<file path="config.mk">
export PLATFORM = sky130hd
export DESIGN_NAME = spi_reg_bank
export DESIGN_NICKNAME = d
export VERILOG_FILES = /design/src/rtl/spi_reg_pkg.sv /design/src/rtl/sync_edge_detect.sv /design/src/rtl/spi_reg_bank.sv
export SDC_FILE = /design/constraint.sdc
export NUM_CORES = 1
export LEC_CHECK = 0
export CORE_MARGIN = 2
export CORE_UTILIZATION = 45
export DETAILED_ROUTE_END_ITERATION = 12
export PLACE_DENSITY = 0.66
export REMOVE_ABC_BUFFERS = 1
export SYNTH_ARGS = -nofsm -noshare
export SYNTH_HDL_FRONTEND = slang
export SYNTH_SLANG_ARGS = --single-unit
export TNS_END_PERCENT = 100
</file>
<file path="constraint.sdc">
create_clock -name clk -period 4.6 [get_ports clk]
set_clock_uncertainty 0.1 [all_clocks]
set_input_delay 0.92 -clock clk [delete_from_list [all_inputs] [get_ports clk]]
set_output_delay 0.92 -clock clk [all_outputs]
set_load 0.05 [all_outputs]
</file>
<file path="src/rtl/spi_reg_pkg.sv">
// Shared constants and types for the SPI register bank that feeds the PWM block.
// Frame layout is {write flag, 7-bit address, 8-bit data}, MSB first.
package spi_reg_pkg;

  localparam int FRAME_BITS = 16;

  localparam logic [6:0] ADDR_EN_OUT_LO = 7'h00;
  localparam logic [6:0] ADDR_EN_OUT_HI = 7'h01;
  localparam logic [6:0] ADDR_EN_PWM_LO = 7'h02;
  localparam logic [6:0] ADDR_EN_PWM_HI = 7'h03;
  localparam logic [6:0] ADDR_DUTY      = 7'h04;

  typedef enum logic [1:0] {
    ARMING,
    IDLE,
    SHIFT,
    COMMIT
  } spi_state_e;

endpackage

</file>
<file path="src/rtl/sync_edge_detect.sv">
// Synchronises one asynchronous pin into clk and emits registered rise/fall pulses.
// The level output is delayed to line up with the pulses, so a data pin sampled alongside stays coherent.
module sync_edge_detect #(
  parameter int SYNC_STAGES = 2
) (
  input  logic clk,
  input  logic rst,
  input  logic async_in,
  output logic level,
  output logic rise,
  output logic fall
);

  logic [SYNC_STAGES-1:0] sync_q;
  logic                   prev_q;

  always_ff @(posedge clk or posedge rst) begin
    if (rst) begin
      sync_q <= '0;
      prev_q <= 1'b0;
      rise   <= 1'b0;
      fall   <= 1'b0;
    end else begin
      sync_q <= {sync_q[SYNC_STAGES-2:0], async_in};
      prev_q <= sync_q[SYNC_STAGES-1];
      rise   <= sync_q[SYNC_STAGES-1] & ~prev_q;
      fall   <= ~sync_q[SYNC_STAGES-1] & prev_q;
    end
  end

  assign level = prev_q;

endmodule

</file>
<file path="src/rtl/spi_reg_bank.sv">
// SPI mode-0 write-only target: shifts host frames in and commits them to five PWM control registers
// only when chip-select is released after exactly one well-formed write frame.
module spi_reg_bank
  import spi_reg_pkg::*;
#(
  parameter int SYNC_STAGES = 2,
  parameter int NUM_REGS    = 5,
  parameter int FRAME_BITS  = spi_reg_pkg::FRAME_BITS
) (
  input  logic       clk,
  input  logic       rst,
  input  logic       sclk_in,
  input  logic       copi_in,
  input  logic       ncs_in,
  output logic [7:0] en_reg_out_7_0,
  output logic [7:0] en_reg_out_15_8,
  output logic [7:0] en_reg_pwm_7_0,
  output logic [7:0] en_reg_pwm_15_8,
  output logic [7:0] pwm_duty_cycle,
  output logic       wr_strobe
);

  localparam int                CNT_W    = $clog2(FRAME_BITS + 2);
  localparam logic [CNT_W-1:0] CNT_FULL = CNT_W'(FRAME_BITS);
  localparam logic [CNT_W-1:0] CNT_MAX  = CNT_W'(FRAME_BITS + 1);

  logic sclk_level, sclk_rise, sclk_fall;
  logic copi_level, copi_rise, copi_fall;
  logic ncs_level, ncs_rise, ncs_fall;

  sync_edge_detect #(.SYNC_STAGES(SYNC_STAGES)) u_sync_sclk (
    .clk(clk), .rst(rst), .async_in(sclk_in),
    .level(sclk_level), .rise(sclk_rise), .fall(sclk_fall)
  );

  sync_edge_detect #(.SYNC_STAGES(SYNC_STAGES)) u_sync_copi (
    .clk(clk), .rst(rst), .async_in(copi_in),
    .level(copi_level), .rise(copi_rise), .fall(copi_fall)
  );

  sync_edge_detect #(.SYNC_STAGES(SYNC_STAGES)) u_sync_ncs (
    .clk(clk), .rst(rst), .async_in(ncs_in),
    .level(ncs_level), .rise(ncs_rise), .fall(ncs_fall)
  );

  logic unused_sync_outputs;
  assign unused_sync_outputs = &{1'b0, sclk_level, sclk_fall, copi_rise, copi_fall};

  spi_state_e             state_q, state_d;
  logic [FRAME_BITS-1:0]  shift_q;
  logic [CNT_W-1:0]       bit_cnt_q;
  logic [6:0]             frame_addr;
  logic [7:0]             frame_data;
  logic                   commit_ok;

  assign frame_addr = shift_q[FRAME_BITS-2:8];
  assign frame_data = shift_q[7:0];
  assign commit_ok  = (bit_cnt_q == CNT_FULL) && shift_q[FRAME_BITS-1]
                      && (int'(frame_addr) < NUM_REGS);

  always_ff @(posedge clk or posedge rst) begin
    if (rst) begin
      state_q <= ARMING;
    end else begin
      state_q <= state_d;
    end
  end

  // ARMING holds off until chip-select is seen high so a reset released mid-frame cannot capture a fragment.
  always_comb begin
    state_d = state_q;
    case (state_q)
      ARMING: if (ncs_level) state_d = IDLE;
      IDLE:   if (ncs_fall)  state_d = SHIFT;
      SHIFT:  if (ncs_rise)  state_d = COMMIT;
      COMMIT: state_d = IDLE;
      default: state_d = ARMING;
    endcase
  end

  always_ff @(posedge clk or posedge rst) begin
    if (rst) begin
      shift_q         <= '0;
      bit_cnt_q       <= '0;
      wr_strobe       <= 1'b0;
      en_reg_out_7_0  <= 8'h00;
      en_reg_out_15_8 <= 8'h00;
      en_reg_pwm_7_0  <= 8'h00;
      en_reg_pwm_15_8 <= 8'h00;
      pwm_duty_cycle  <= 8'h00;
    end else begin
      wr_strobe <= 1'b0;
      case (state_q)
        IDLE: begin
          if (ncs_fall) begin
            shift_q   <= '0;
            bit_cnt_q <= '0;
          end
        end
        SHIFT: begin
          // A chip-select release in the same cycle as a clock edge ends the frame; that edge is dropped.
          if (sclk_rise && !ncs_rise) begin
            shift_q <= {shift_q[FRAME_BITS-2:0], copi_level};
            if (bit_cnt_q != CNT_MAX) bit_cnt_q <= bit_cnt_q + 1'b1;
          end
        end
        COMMIT: begin
          if (commit_ok) begin
            wr_strobe <= 1'b1;
            case (frame_addr)
              ADDR_EN_OUT_LO: en_reg_out_7_0  <= frame_data;
              ADDR_EN_OUT_HI: en_reg_out_15_8 <= frame_data;
              ADDR_EN_PWM_LO: en_reg_pwm_7_0  <= frame_data;
              ADDR_EN_PWM_HI: en_reg_pwm_15_8 <= frame_data;
              ADDR_DUTY:      pwm_duty_cycle  <= frame_data;
              default: ;
            endcase
          end
        end
        default: ;
      endcase
    end
  end

endmodule

</file>
# Yosys cells after proc, flatten, opt, wreduce, memory -nomap -nowiden

Cells that the tools add are included.

Bits in registers: 76
Word-level logic and storage cells: 68

Add/subtract/negate cells: 1
$lt $le $gt $ge: 1
Equality and inequality tests: 14
Mux-type cells: 13
Bitwise operators: 6
Reduce and logical (&&, ||, !) cells: 15

Operators by type and width:

| operator                                                                | count |
|---|---|
| 16-bit two-way mux                                                      | 2 |
| 16-bit case mux with 2 select lines                                     | 1 |
| 3-bit AND reduction                                                     | 7 |
| 5-bit two-way mux                                                       | 3 |
| 7-bit by 2-bit == test with 1-bit output, second input constant         | 2 |
| 5-bit case mux with 2 select lines                                      | 1 |
| 2-bit case mux with 4 select lines                                      | 1 |
| 7-bit by 1-bit == test with 1-bit output, second input constant         | 1 |
| 7-bit by 3-bit == test with 1-bit output, second input constant         | 1 |
| 7-bit logical NOT                                                       | 1 |
| 7-bit by 3-bit < comparator with 1-bit output, second input constant    | 1 |
| 2-bit two-way mux                                                       | 3 |
| 2-bit by 1-bit inequality test with 1-bit output, second input constant | 3 |
| 5-bit by 1-bit adder with 5-bit output, second input constant           | 1 |
| 5-bit == test, second input constant                                    | 1 |
| 5-bit inequality test, second input constant                            | 1 |
| 2-bit == test, second input constant                                    | 2 |
| 2-bit inequality test, second input constant                            | 2 |
| 4-bit AND reduction                                                     | 1 |
| 1-bit bitwise AND                                                       | 3 |
| 1-bit logical AND                                                       | 3 |
| 1-bit inverter                                                          | 3 |
| 2-bit by 1-bit == test with 1-bit output, second input constant         | 1 |
| 2-bit logical NOT                                                       | 1 |
| 3 further kinds                                                         | 4 |

# Depth between registers and ports, before layout

Depth after elaboration: 5
Depth in mapped cells: 7

# Hierarchy

A second synthesis with hierarchy kept.

Cells, all modules: 241
Area, all modules: 3,169.3 um^2

Modules (own cells, without submodules):

| module           | instances | cells an instance | area each (um^2) |
|---|---|---|---|
| spi_reg_bank     | 1         | 217               | 2,737.6 |
| sync_edge_detect | 3         | 8                 | 143.9 |

# Worst setup path after synthesis

No wires, ideal clock.

Path type: register to register
Start: register state_q[1]
End: register en_reg_out_15_8[0]
Arrival time: 1.655 ns
Required time: 4.375 ns
Slack: 2.720 ns
Stages on the path, launching flop included: 6
Buffers on the path: 0
Period minus slack after synthesis: 1.880 ns
Cell sequence: dfrtp_1 > ha_1 > nor4b_2 > nand4_2 > nor3b_4 > mux2_2

Cells in the longest elaborated chain, start to end: 2

Ends and longest elaborated chain:

| element                       | RTL line            | source |
|---|---|---|
| from (decl)                   | spi_reg_bank.sv:49  | `spi_state_e state_q, state_d;` |
| from (signal assigned)        | spi_reg_bank.sv:65  | `state_q <= state_d;` |
| 2-bit == test                 | spi_reg_bank.sv:93  | `case (state_q)` |
| 3-bit AND reduction (no line) | n/a                 |  |
| to (signal assigned)          | spi_reg_bank.sv:112 | `ADDR_EN_OUT_HI: en_reg_out_15_8 <= frame_data;` |
| to (decl)                     | spi_reg_bank.sv:16  | `output logic [7:0] en_reg_out_15_8,` |

No other way between the ends.
A chain may end at the register's enable or synchronous reset.

# Final worst setup path

Start: register en_reg_out_7_0[1]
End: output port en_reg_out_7_0[1]

RTL lines:

| element                | RTL line            | source |
|---|---|---|
| from (decl)            | spi_reg_bank.sv:15  | `output logic [7:0] en_reg_out_7_0,` |
| from (signal assigned) | spi_reg_bank.sv:111 | `ADDR_EN_OUT_LO: en_reg_out_7_0 <= frame_data;` |

No word-level cell between the ends.

==> run metrics <==
Tmin final between 2 and 3 ns; antenna-violating nets left 0; total wire length between 5000 and 6000 um; CP Launch Type flip-flop; Seq/Total Area, Yosys between 60% and 70%; Residual DRC 0; first-pass GRT wire length approximately 9800 um; initial antenna violation count 0; Main synth FF type dfrtp_1; VDD IR-drop max roughly 0.18 mV; total I/O pin count 46; vias in the first global route 1937; crit path cell chain clkdlybuf4s50_1; Hold Crit Class flip-flop to flip-flop; internal power around 1.1 mW; most frequent cell after synthesis dfrtp_1; routed vias/inst about 5.2; placed cell area between 3000 and 4000 sq um; WP data arrival 1.53 ns; max cap viols 0; CP top delay family buffers and inverters; n_diodes 0; Post-synth ARST share 100%; all-layer global routing usage between 10% and 20%; Netlist cell types 36; Port Buffers 45; Worst-Margin Slew 1.06 ns; Sequential Power Share 48.1%; Psw 456 uW; CTS H-tree depth 3; nets@finish a little under 300; Hold Buf Count CTS 0; starting density of the core between 40% and 50%; Hold Slack 0.252 ns; top sig layer met4; Worst Hold Endpoint u_sync_copi.sync_q[1]; 1st-pass router iterations 4; largest net degree at the start of global routing 54; Filler Cells Inserted 570; CP Class flip-flop to primary output; Cell Area, Synth approximately 3100 sq um; Buf+Inv Stages, Crit Path 1; Setup TNS 0 ns; initial drt markers 71; WL met2 approximately 2600 um; worst path required time about 3.6 ns; Synth top area share about 62%; Synth top cells by count dfrtp_1 (76), mux2_2 (42), nand2_1 (32), o21ai_0 (20), inv_1 (8); Rel. slew slack 29.2%; area delta synth->final 24.4%; r2r setup slk 2.12 ns; Gate power share approximately 18%; WL met3 roughly 180 um; Worst Setup End Kind primary output; Tcrit/Tclk final 55.4%; power per cell area 395 nW/um^2; start point of the worst min-delay path u_sync_copi.sync_q[0]; DP HPWL between 3000 and 4000 um; Hold Crit Depth 0; met1 wire length around 2700 um; Mapped Cells roughly 230; via count between 1500 and 2000; Worst Path Max Fanout 2; Fmax achieved between 300 and 400 MHz; switching fraction of total power between 30 and 40%; unrepaired setup endpoints after global routing false; drt wl/cell between 15 and 20 um; Die Y 86.6 um; max-slew violations 0; Seq cells post-synth 76; clk slew on worst S/H paths ~0.08 ns; slowest stage delay, CP just over 0.8 ns; cell type with the highest aggregate area in the netlist dfrtp_1; CTS Root Cell clkbuf_8; status completed; clock tree buffer depth 2; Pleak between 1.5 and 2 nW; final hold vios 0; clock power share between 30% and 40%; clk sinks 76; Die ar. about 7500 sq um; TritonCTS Buffers 9; Yosys warning count 0; share of layout cells above drive strength 1 between 20% and 30%; syn_area_per_cell 13.4 sq um; Crit Reg-Reg Endpoint bit_cnt_q[0]; r2r worst-path depth 6; Post-CTS Setup Bufs 0; RR Startpoint state_q[0]; GPL Wtd Cong between 0.7 and 0.8; Crit-path slowest cell clkdlybuf4s50_1; worst skew pair latency 0.34 ns; CTS tree built; GR Overflow Total 0; core area roughly 6700 sq um; post-CTS resize count 0; Post-synth EDFFs 0; fin area around 3800 sq um; Die W between 80 and 90 um; row count 30; Final setup viols 0; ranking of synthesized cells by area dfrtp_1 (62%), mux2_2 (15%), nand2_1 (3.9%)
## power by group through the flow
stage / Clock (mW) / Combinational (mW) / Sequential (mW)
floorplan: 0 / 0.196 / 0.730
global placement: 0 / 0.267 / 0.737
detailed placement: 0 / 0.270 / 0.741
CTS: 0.534 / 0.271 / 0.727
global route: 0.566 / 0.307 / 0.733
finish: 0.517 / 0.266 / 0.727
## kinds of logic after synthesis
family          Yosys count  share of synthesized area [%]
fa+ha+maj                 7                           2.85
flops                    76                           61.9
mux                      43                           15.7
compound gates           30                           5.79
buf+inv                  15                           2.00
simple gates             58                           11.7
## state kept, by name, summed over array words and instances (netlist names)
register            count
en_reg_out_7_0          8
u_sync_sclk.level       1
u_sync_sclk.rise        1
en_reg_out_15_8         8
u_sync_sclk.sync_q      2
u_sync_copi.level       1
u_sync_copi.sync_q      2
wr_strobe               1
u_sync_ncs.sync_q       2
en_reg_pwm_7_0          8
bit_cnt_q               5
en_reg_pwm_15_8         8
state_q                 2
shift_q                16
pwm_duty_cycle          8
u_sync_ncs.fall         1
u_sync_ncs.rise         1
u_sync_ncs.level        1
## metrics by stage
| stage | instances | worst slack (ns) | utilization, % | power [mW] |
|---|---|---|---|---|
| 6_report | 366 | 2.05 | 57.2 | 1.51 |
| 5_1_grt | 366 | 1.88 | 57.2 | 1.61 |
| 4_1_cts | 366 | 2.04 | 57.2 | 1.53 |
| 3_5_place_dp | 350 | 2.10 | 54.1 | 1.01 |
| 3_3_place_gp | 350 | 2.12 | 54.1 | 1.00 |
| 2_1_floorplan | 222 | 1.64 | - | 0.926 |
## worst max-delay path by stage
stage                          to         startpoint  slack, ns  depth (start not counted)
6_report        en_reg_out_7_0[1]  en_reg_out_7_0[1]       2.05                          1
5_1_grt              bit_cnt_q[0]         state_q[0]       1.88                          6
4_1_cts         en_reg_out_7_0[0]  en_reg_out_7_0[0]       2.04                          1
3_5_place_dp         bit_cnt_q[0]         state_q[0]       2.10                          6
3_3_place_gp   en_reg_out_15_8[6]                rst       2.12                          3
2_1_floorplan        bit_cnt_q[0]                rst       1.64                          1
## cell type report
| type | instances | area, sq um | share of cell area (%) |
|---|---|---|---|
| Inverter | 8 | 30.0 | 0.786 |
| Sequential cell | 76 | 1900 | 49.8 |
| Tap cell | 80 | 100 | 2.62 |
| Timing Repair Buffer | 48 | 473 | 12.4 |
| Clock buffer | 10 | 138 | 3.60 |
| Clock inverter | 6 | 71.3 | 1.87 |
| Multi-Input combinational cell | 138 | 1110 | 29.0 |
## placed cells by master (no fill, tap or decap), types with 7 or more instances in the layout
cell / netlist / routed
dfrtp_1: 76 / 76
clkdlybuf4s50_1: 0 / 45
mux2_2: 42 / 42
nand2_1: 32 / 32
o21ai_0: 20 / 20
clkbuf_8: 0 / 10
inv_1: 8 / 7
ha_1: 7 / 7
## per-layer routing
metal  global-route usage, %  vias up
li1                        -      908
met1                    24.1      944
met2                    25.2       34
met3                    3.43       10
met4                    8.52        0
met5                       0        -
No activity file was read; power rests on OpenSTA's default activity.
